`src/rtl/sar_pkg.sv`:
```
// Shared types, default sizing and mask helper for the SAR ADC sequencer.
package sar_pkg;

  typedef enum logic [1:0] {IDLE, SAMPLE, TRIAL, DONE} state_t;

  localparam int DEF_NBITS         = 10;
  localparam int DEF_SAMPLE_CYCLES = 2;
  localparam int DEF_SETTLE_CYCLES = 2;
  localparam int MASK_W            = 32;

  // One-hot mask for bit position idx; out-of-range positions yield zero
  // rather than wrapping.
  function automatic logic [MASK_W-1:0] bit_mask(input int unsigned idx);
    logic [MASK_W-1:0] one;
    one = MASK_W'(1);
    return (idx < MASK_W) ? (one << idx) : '0;
  endfunction

endpackage

```
`src/rtl/sar_edge_detect.sv`:
```
// Registered rising-edge detector; rise is high for the single clk cycle
// in which sig is 1 and its previous-cycle copy was 0.
module sar_edge_detect (
  input  logic clk,
  input  logic reset,
  input  logic sig,
  output logic rise
);

  logic prev;

  always_ff @(posedge clk) begin
    if (!reset) prev <= 1'b0;
    else        prev <= sig;
  end

  assign rise = sig & ~prev;

endmodule

```
`src/rtl/sar_adc_controller.sv`:
```
// Successive-approximation sequencer: track phase, one MSB-first trial per
// bit, result delivered over a valid/ready handshake.
module sar_adc_controller
  import sar_pkg::*;
#(
  parameter int NBITS         = DEF_NBITS,
  parameter int SAMPLE_CYCLES = DEF_SAMPLE_CYCLES,
  parameter int SETTLE_CYCLES = DEF_SETTLE_CYCLES
) (
  input  logic             clk,
  input  logic             reset,
  input  logic             sys_clk,
  input  logic             auto_en,
  input  logic             start,
  input  logic             comp_out,
  output logic             sample_en,
  output logic [NBITS-1:0] dac_code,
  output logic             busy,
  output logic [NBITS-1:0] result,
  output logic             result_valid,
  input  logic             result_ready,
  output logic             overrun
);

  localparam int IW   = (NBITS > 1) ? $clog2(NBITS) : 1;
  localparam int CMAX = (SAMPLE_CYCLES > SETTLE_CYCLES) ? SAMPLE_CYCLES : SETTLE_CYCLES;
  localparam int CW   = $clog2(CMAX + 1);

  state_t           state;
  logic [CW-1:0]    cnt;
  logic [IW-1:0]    idx;
  logic             sys_rise, trigger, handshake, accept;
  logic [NBITS-1:0] cur_mask, next_mask, kept;

  sar_edge_detect u_edge (
    .clk   (clk),
    .reset (reset),
    .sig   (sys_clk),
    .rise  (sys_rise)
  );

  assign trigger   = start | (auto_en & sys_rise);
  assign handshake = result_valid & result_ready;
  assign accept    = (state == IDLE) & trigger & (~result_valid | result_ready);

  assign cur_mask  = NBITS'(bit_mask(32'(idx)));
  assign next_mask = NBITS'(bit_mask(32'(idx) - 32'd1));
  // The DAC code under test doubles as the trial register: dropping the
  // current bit on a low comparator decision leaves only the kept bits.
  assign kept      = comp_out ? dac_code : (dac_code & ~cur_mask);

  always_ff @(posedge clk) begin
    if (!reset) begin
      state        <= IDLE;
      cnt          <= '0;
      idx          <= '0;
      sample_en    <= 1'b0;
      dac_code     <= '0;
      busy         <= 1'b0;
      result       <= '0;
      result_valid <= 1'b0;
      overrun      <= 1'b0;
    end else begin
      if (handshake)          result_valid <= 1'b0;
      if (trigger && !accept) overrun      <= 1'b1;

      case (state)
        IDLE: begin
          if (accept) begin
            state     <= SAMPLE;
            sample_en <= 1'b1;
            busy      <= 1'b1;
            cnt       <= CW'(SAMPLE_CYCLES - 1);
          end
        end
        SAMPLE: begin
          if (cnt == '0) begin
            sample_en <= 1'b0;
            idx       <= IW'(NBITS - 1);
            dac_code  <= NBITS'(bit_mask(NBITS - 1));
            cnt       <= CW'(SETTLE_CYCLES - 1);
            state     <= TRIAL;
          end else begin
            cnt <= cnt - CW'(1);
          end
        end
        TRIAL: begin
          if (cnt == '0) begin
            if (idx != '0) begin
              idx      <= idx - IW'(1);
              dac_code <= kept | next_mask;
              cnt      <= CW'(SETTLE_CYCLES - 1);
            end else begin
              dac_code     <= kept;
              result       <= kept;
              result_valid <= 1'b1;
              state        <= DONE;
            end
          end else begin
            cnt <= cnt - CW'(1);
          end
        end
        DONE: begin
          busy     <= 1'b0;
          dac_code <= '0;
          state    <= IDLE;
        end
        default: state <= IDLE;
      endcase
    end
  end

endmodule

```
`config.mk`:
```
export PLATFORM = sky130hd
export DESIGN_NAME = sar_adc_controller
export DESIGN_NICKNAME = d
export VERILOG_FILES = /design/src/rtl/sar_pkg.sv /design/src/rtl/sar_edge_detect.sv /design/src/rtl/sar_adc_controller.sv
export SDC_FILE = /design/constraint.sdc
export NUM_CORES = 1
export LEC_CHECK = 0
export BUFFER_PORTS_ARGS = -buffer_cell sky130_fd_sc_hd__buf_2
export CAP_MARGIN = 40
export CORE_MARGIN = 10
export CORE_UTILIZATION = 51
export CTS_BUF_LIST = sky130_fd_sc_hd__clkbuf_4 sky130_fd_sc_hd__clkbuf_8
export CTS_CLUSTER_SIZE = 10
export DETAILED_ROUTE_END_ITERATION = 16
export PLACE_DENSITY = 0.87
export SETUP_SLACK_MARGIN = 0.5
export SLEW_MARGIN = 20
export SYNTH_ARGS = -nofsm -noshare
export SYNTH_HDL_FRONTEND = slang
export SYNTH_SLANG_ARGS = --single-unit
```
`constraint.sdc`:
```
create_clock -name clk -period 2.1 [get_ports clk]
set_input_delay 0.315 -clock clk [delete_from_list [all_inputs] [get_ports clk]]
set_output_delay 0.315 -clock clk [all_outputs]
set_load 0.005 [all_outputs]
```
### Word level (Yosys, flattened, before mapping)

Index checks and enable logic that the tools add are counted.

* register bits: 33
* input port bits: 7
* output and inout port bits: 24

* add/subtract/negate cells: 3
* magnitude comparators: 1
* equal/unequal tests: 9
* shift operators: 2
* muxes and demuxes: 27
* bitwise logic cells: 13
* reduce and logical (&&, ||, !) cells: 17

Operators by type and width (count)
* 10-bit two-way mux: 5
* 32-bit by 6-bit less-than comparator with 1-bit output (second input constant): 1
* 1-bit by 32-bit << shifter with 10-bit output (first input constant): 1
* 10-bit one-hot mux with 3 select lines: 1
* 2-bit two-way mux: 7
* 4-bit two-way mux: 3
* 3-bit AND reduction: 4
* 10-bit bitwise AND: 1
* 2-bit inequality test (second input constant): 5
* 10-bit NOT: 1
* 10-bit bitwise OR: 1
* 1-bit by 4-bit << shifter with 10-bit output (first input constant): 1
* 2-bit one-hot mux with 4 select lines: 1
* 4-bit one-hot mux with 2 select lines: 1
* 4-bit AND reduction: 2
* 1-bit two-way mux: 6
* 2-bit one-hot mux with 3 select lines: 1
* 2-bit nonzero test: 3
* 3-bit nonzero test: 2
* 1-bit bitwise AND: 5
* 4-bit by 1-bit subtractor with 5-bit output (second input constant): 1
* 2-bit equality test (second input constant): 2
* 2-bit logical NOT: 2
* 1-bit one-hot mux with 2 select lines: 2
* other kinds (10): 13

### Longest topological paths before layout

* depth after elaboration: 8
* gate-level depth with buffers: 8

### Modules after synthesis

From an unflattened synthesis, not the netlist that was laid out.

* cells, all modules: 201
* area, all modules: 1754.2 um^2

Modules (own cells, without submodules)
* sar_adc_controller: instances 1, cells an instance 198, area each 1714.1 um^2, seq. area each 640.6 um^2
* sar_edge_detect: instances 1, cells an instance 3, area each 40.0 um^2, seq. area each 20.0 um^2

### Worst setup path before layout

OpenSTA, ideal clock, no wires.

* path type: register -> register
* start: register idx[0]
* end: register idx[2]
* library setup time: 0.121 ns
* arrival: 1.917 ns
* required time: 1.979 ns
* slack: 0.062 ns
* stages on the path, launching flop included: 8
* path buffers: 1
* period minus slack after synthesis: 2.038 ns
* path through: dfxtp_1 > buf_6 > inv_1 > ha_1 > nor3b_1 > a2111oi_0 > o211a_1 > nor3_1

* cells in the longest elaborated chain, start to end: 4

RTL lines
* start: declaration: line sar_adc_controller.sv:31 `logic [IW-1:0] idx;`
* start signal: assignment: line sar_adc_controller.sv:79 `idx <= IW'(NBITS - 1);`
* start signal: assignment: line sar_adc_controller.sv:90 `idx <= idx - IW'(1);`
* 4-bit by 1-bit subtractor with 4-bit output: line sar_adc_controller.sv:90
* 4-bit two-way mux: line sar_adc_controller.sv:89 `if (idx != '0) begin`
* 4-bit two-way mux: line sar_adc_controller.sv:88 `if (cnt == '0) begin`
* 4-bit one-hot mux with 2 select lines: line sar_adc_controller.sv:67 `case (state)`

Parallel ways exist; a longest one is shown, timed or not. The select of a mux whose other input is x is not followed.
A chain may end at the register's enable or synchronous reset.

### Worst setup path in the final report

* start: register idx[1]
* end: register dac_code[9]

* cells in the longest elaborated chain, start to end: 8

RTL lines
* parallel branches: the longest is 5 deep, another holds 32-bit by 6-bit less-than comparator with 1-bit output
* 10-bit two-way mux *: line sar_adc_controller.sv:89
* 10-bit two-way mux *: line sar_adc_controller.sv:88
* 10-bit one-hot mux with 3 select lines *: line sar_adc_controller.sv:67
* end signal: assignment: line sar_adc_controller.sv:80 `dac_code <= NBITS'(bit_mask(NBITS - 1));`
* end signal: assignment: line sar_adc_controller.sv:91 `dac_code <= kept | next_mask;`
* end signal: assignment: line sar_adc_controller.sv:94 `dac_code <= kept;`
* end: declaration: line sar_adc_controller.sv:17 `output logic [NBITS-1:0] dac_code,`

Every way passes the cells marked *. The select of a mux whose other input is x is not followed.

==> impl_metrics.yaml <==
logic_synthesis:
  syn-cell-area_um2: 1680
  synth-edff-count: 0
  synth.ff_latch_count: 33
  ys_types: 47
  seq_area_frac_synth_pct: 39.3
  syn_area_per_cell_um2: 8.57
  synth_nets: 212
  synth_ff_type: "dfxtp_1"
  yosysWarnings: 0
  netlist_instances: 196
  async_reset_ff_share_pct: 0
power:
  power_frac_comb_pct: 53.8
  clkPwrFrac_pct: 17.6
  sequentialPowerShare_pct: 28.6
  leakagePower_nw: 1.06
  internal-power_mw: 1.80
  p_sw_share_pct: 40.4
  p_sw_mw: 1.22
  peakVddDrop_uv: 810
  power.density_nw_per_um2: 1240
critical_path:
  crit_chain: "inv_6, ha_4, or3b_4, nand2_4, or4b_4, a311oi_2"
  critical_path.top_delay_family: "simple AND/OR/NAND/NOR gates"
  path_depth: 6
  cp-end-kind: "register"
  critPathMaxStageDelay_ns: 0.51
  required_ns: 2.38
  path_max_fanout: 4
  crit_path_start_kind: "register"
  crit_type: "register to register"
  slowest_stage: "or4b_4"
  r2r_cells: 6
  worstPathArrival_ns: 1.94
  path_buf_inv: 1
  r2r_slack_ns: 0.44
sta:
  relSlewSlack_pct: 73.3
  post-route-min-period_ns: 1.66
  max_freq_mhz: 601
  tightest_slew_ns: 0.400
  hold_ws_ns: 0.190
  finalMaxSlewViolations: 0
  rsz0062_at_grt: "true"
  min_period_over_period_pct: 79.3
  finalSetupViolCount: 0
  clock_skew_ns: 0.00841
  setup-tns-final_ns: 0
  hold_violations: 0
global_route:
  grt_usage_pct: 16.3
  grt_max_degree: 18
  first_global_vias: 1694
  overflow: 0
  antenna_found_initial: 0
  grt_pass1_wl_um: 8180
die:
  core-area_um2: 3100
  die_x_um: 77.4
  initial_core_util_pct: 54.2
  die-area_um2: 5990
  design.portCount: 31
  num_rows: 20
  fp.dieH_um: 77.4
hold_path:
  min_path_type: "input pin to register"
  min_delay_path_depth: 2
placement:
  place_congestion: 0.933
  hpwl_um: 3290
  placed_area_um2: 2020
  port_buffers: 30
route:
  via_count: 1739
  drc_errors: 0
  wl_per_cell_um: 18.0
  postRouteAntennaNets: 0
  wl_um: 5320
  vias_per_cell: 5.89
  drtPass1Iterations: 4
  drtIter0Drc: 161
finish:
  ff_latch_area_um2: 678
  drive_above_1_share_pct: 45.4
  final.fill_count: 206
  fin_nets: 266
  multi_input_area_um2: 1170
  area_delta_synth_final_pct: 44.2
  n_antenna_cell: 0
  finalInstanceArea_um2: 2420
  final_core_utilization_pct: 78.1
cts:
  cts_tree: "built"
  clockBufferDepth: 2
  clockRootBuffer: "clkbuf_4"
  cts-buffers-inserted: 5
  cts_htree_levels: 2
  cts.sinks: 33
  path_clk_slew_ns: 0.11
  clk_latency_ns: 0.35
  cts_hold_buf: 0
job:
  cap_violations: 0
outcome:
  status: "finished, final reports clean"
-- cells by family after synthesis --
logic type	count (synthesis)	synth area share, %
compound gates	51	20.4
xor+xnor	2	1.49
fa+ha+maj	9	6.70
flops	33	39.3
mux	4	2.38
simple gates	79	24.7
buf+inv	18	4.99
-- layout make-up --
class,count,share of cell area [%]
multi-input combinational,145,48.4
sequential,33,28.0
timing repair buffer,57,16.0
clock buffer,7,2.43
tap,44,2.27
inverter,8,1.65
clock inverter,1,1.24
-- flip-flops by register name (all words and copies together) (netlist names) --
signal and flops:
state 2, cnt 2, result 10, busy 1, idx 4, overrun 1, sample_en 1, result_valid 1
dac_code 10, u_edge.prev 1
-- cells in the final DEF (no fill, tap or decap), types with 2 or more instances in the layout --
cell,instances
nor3b_1,3
nand3_2,2
inv_2,2
inv_6,2
a22o_1,3
a21oi_1,11
dfxtp_1,27
dfxtp_2,2
buf_4,20
nand2_1,27
nand3b_1,4
nor2_1,5
and2_1,5
a21o_1,3
a41oi_1,2
mux2i_1,4
buf_2,30
nand2_2,3
nand2b_1,2
a21oi_2,5
nor3_1,4
clkbuf_4,6
nand2_4,3
inv_1,3
ha_1,4
buf_8,2
o21ai_0,3
nand3_1,4
o21ai_2,3
o22a_1,2
a31oi_1,3
ha_4,5
o21ai_1,2
nor2_4,2
dfxtp_4,4
o22ai_1,4
buf_6,4
-- what timing repair did --
item	in CTS	in global routing
resized for setup	33	28
setup endpoints to repair	28	23
setup buffers	10	5
pin swaps	15	21
cloned	0	0
-- synthesized netlist by cell type (3+ instances only) --
master / instances / share of area (%)
dfxtp_1: 33 / 39
a31oi_1: 3 / 1.1
and2_1: 5 / 1.9
o21ai_0: 8 / 2.4
a21o_1: 3 / 1.3
nor3b_1: 4 / 1.8
inv_1: 7 / 1.6
nand3_1: 6 / 1.8
clkbuf_1: 6 / 1.3
nor3_1: 5 / 1.5
nand3b_1: 4 / 1.8
ha_1: 9 / 6.7
a22o_1: 3 / 1.6
nor2_1: 8 / 1.8
a21oi_1: 16 / 4.8
o22ai_1: 4 / 1.5
mux2i_1: 4 / 2.4
nand2_1: 33 / 7.4
-- routing by layer --
metal / track usage, % / up-vias / wire [um]
li1: - / 808 / -
met1: 18.1 / 850 / 2150
met2: 27.0 / 63 / 2680
met3: 5.53 / 18 / 337
met4: 8.94 / 0 / 156
met5: 0 / - / 0
-- metrics by stage --
step	worst slack [ns]	cells	total power [mW]
6_report	0.436	295	3.01
5_1_grt	0.332	295	3.17
4_1_cts	0.408	290	2.80
3_5_place_dp	0.183	272	2.02
3_3_place_gp	0.229	272	1.98
2_1_floorplan	0.272	196	1.75
-- final timing paths --
| kind | from | endpoint |
|---|---|---|
| worst max-delay path | idx[1] | dac_code[9] |
| worst max register to register | idx[1] | dac_code[9] |
| worst min-delay path | sys_clk | u_edge.prev |
| worst min register to register | result[0] | result[0] |
-- power by group through the flow --
stage | Clock (mW) | Combinational (mW) | Sequential, mW
finish | 0.531 | 1.62 | 0.863
floorplan | 0 | 0.950 | 0.797
global placement | 0 | 1.14 | 0.844
detailed placement | 0 | 1.17 | 0.852
global route | 0.550 | 1.74 | 0.879
CTS | 0.520 | 1.43 | 0.850
Note: power is estimated with default switching activity, not from simulation.
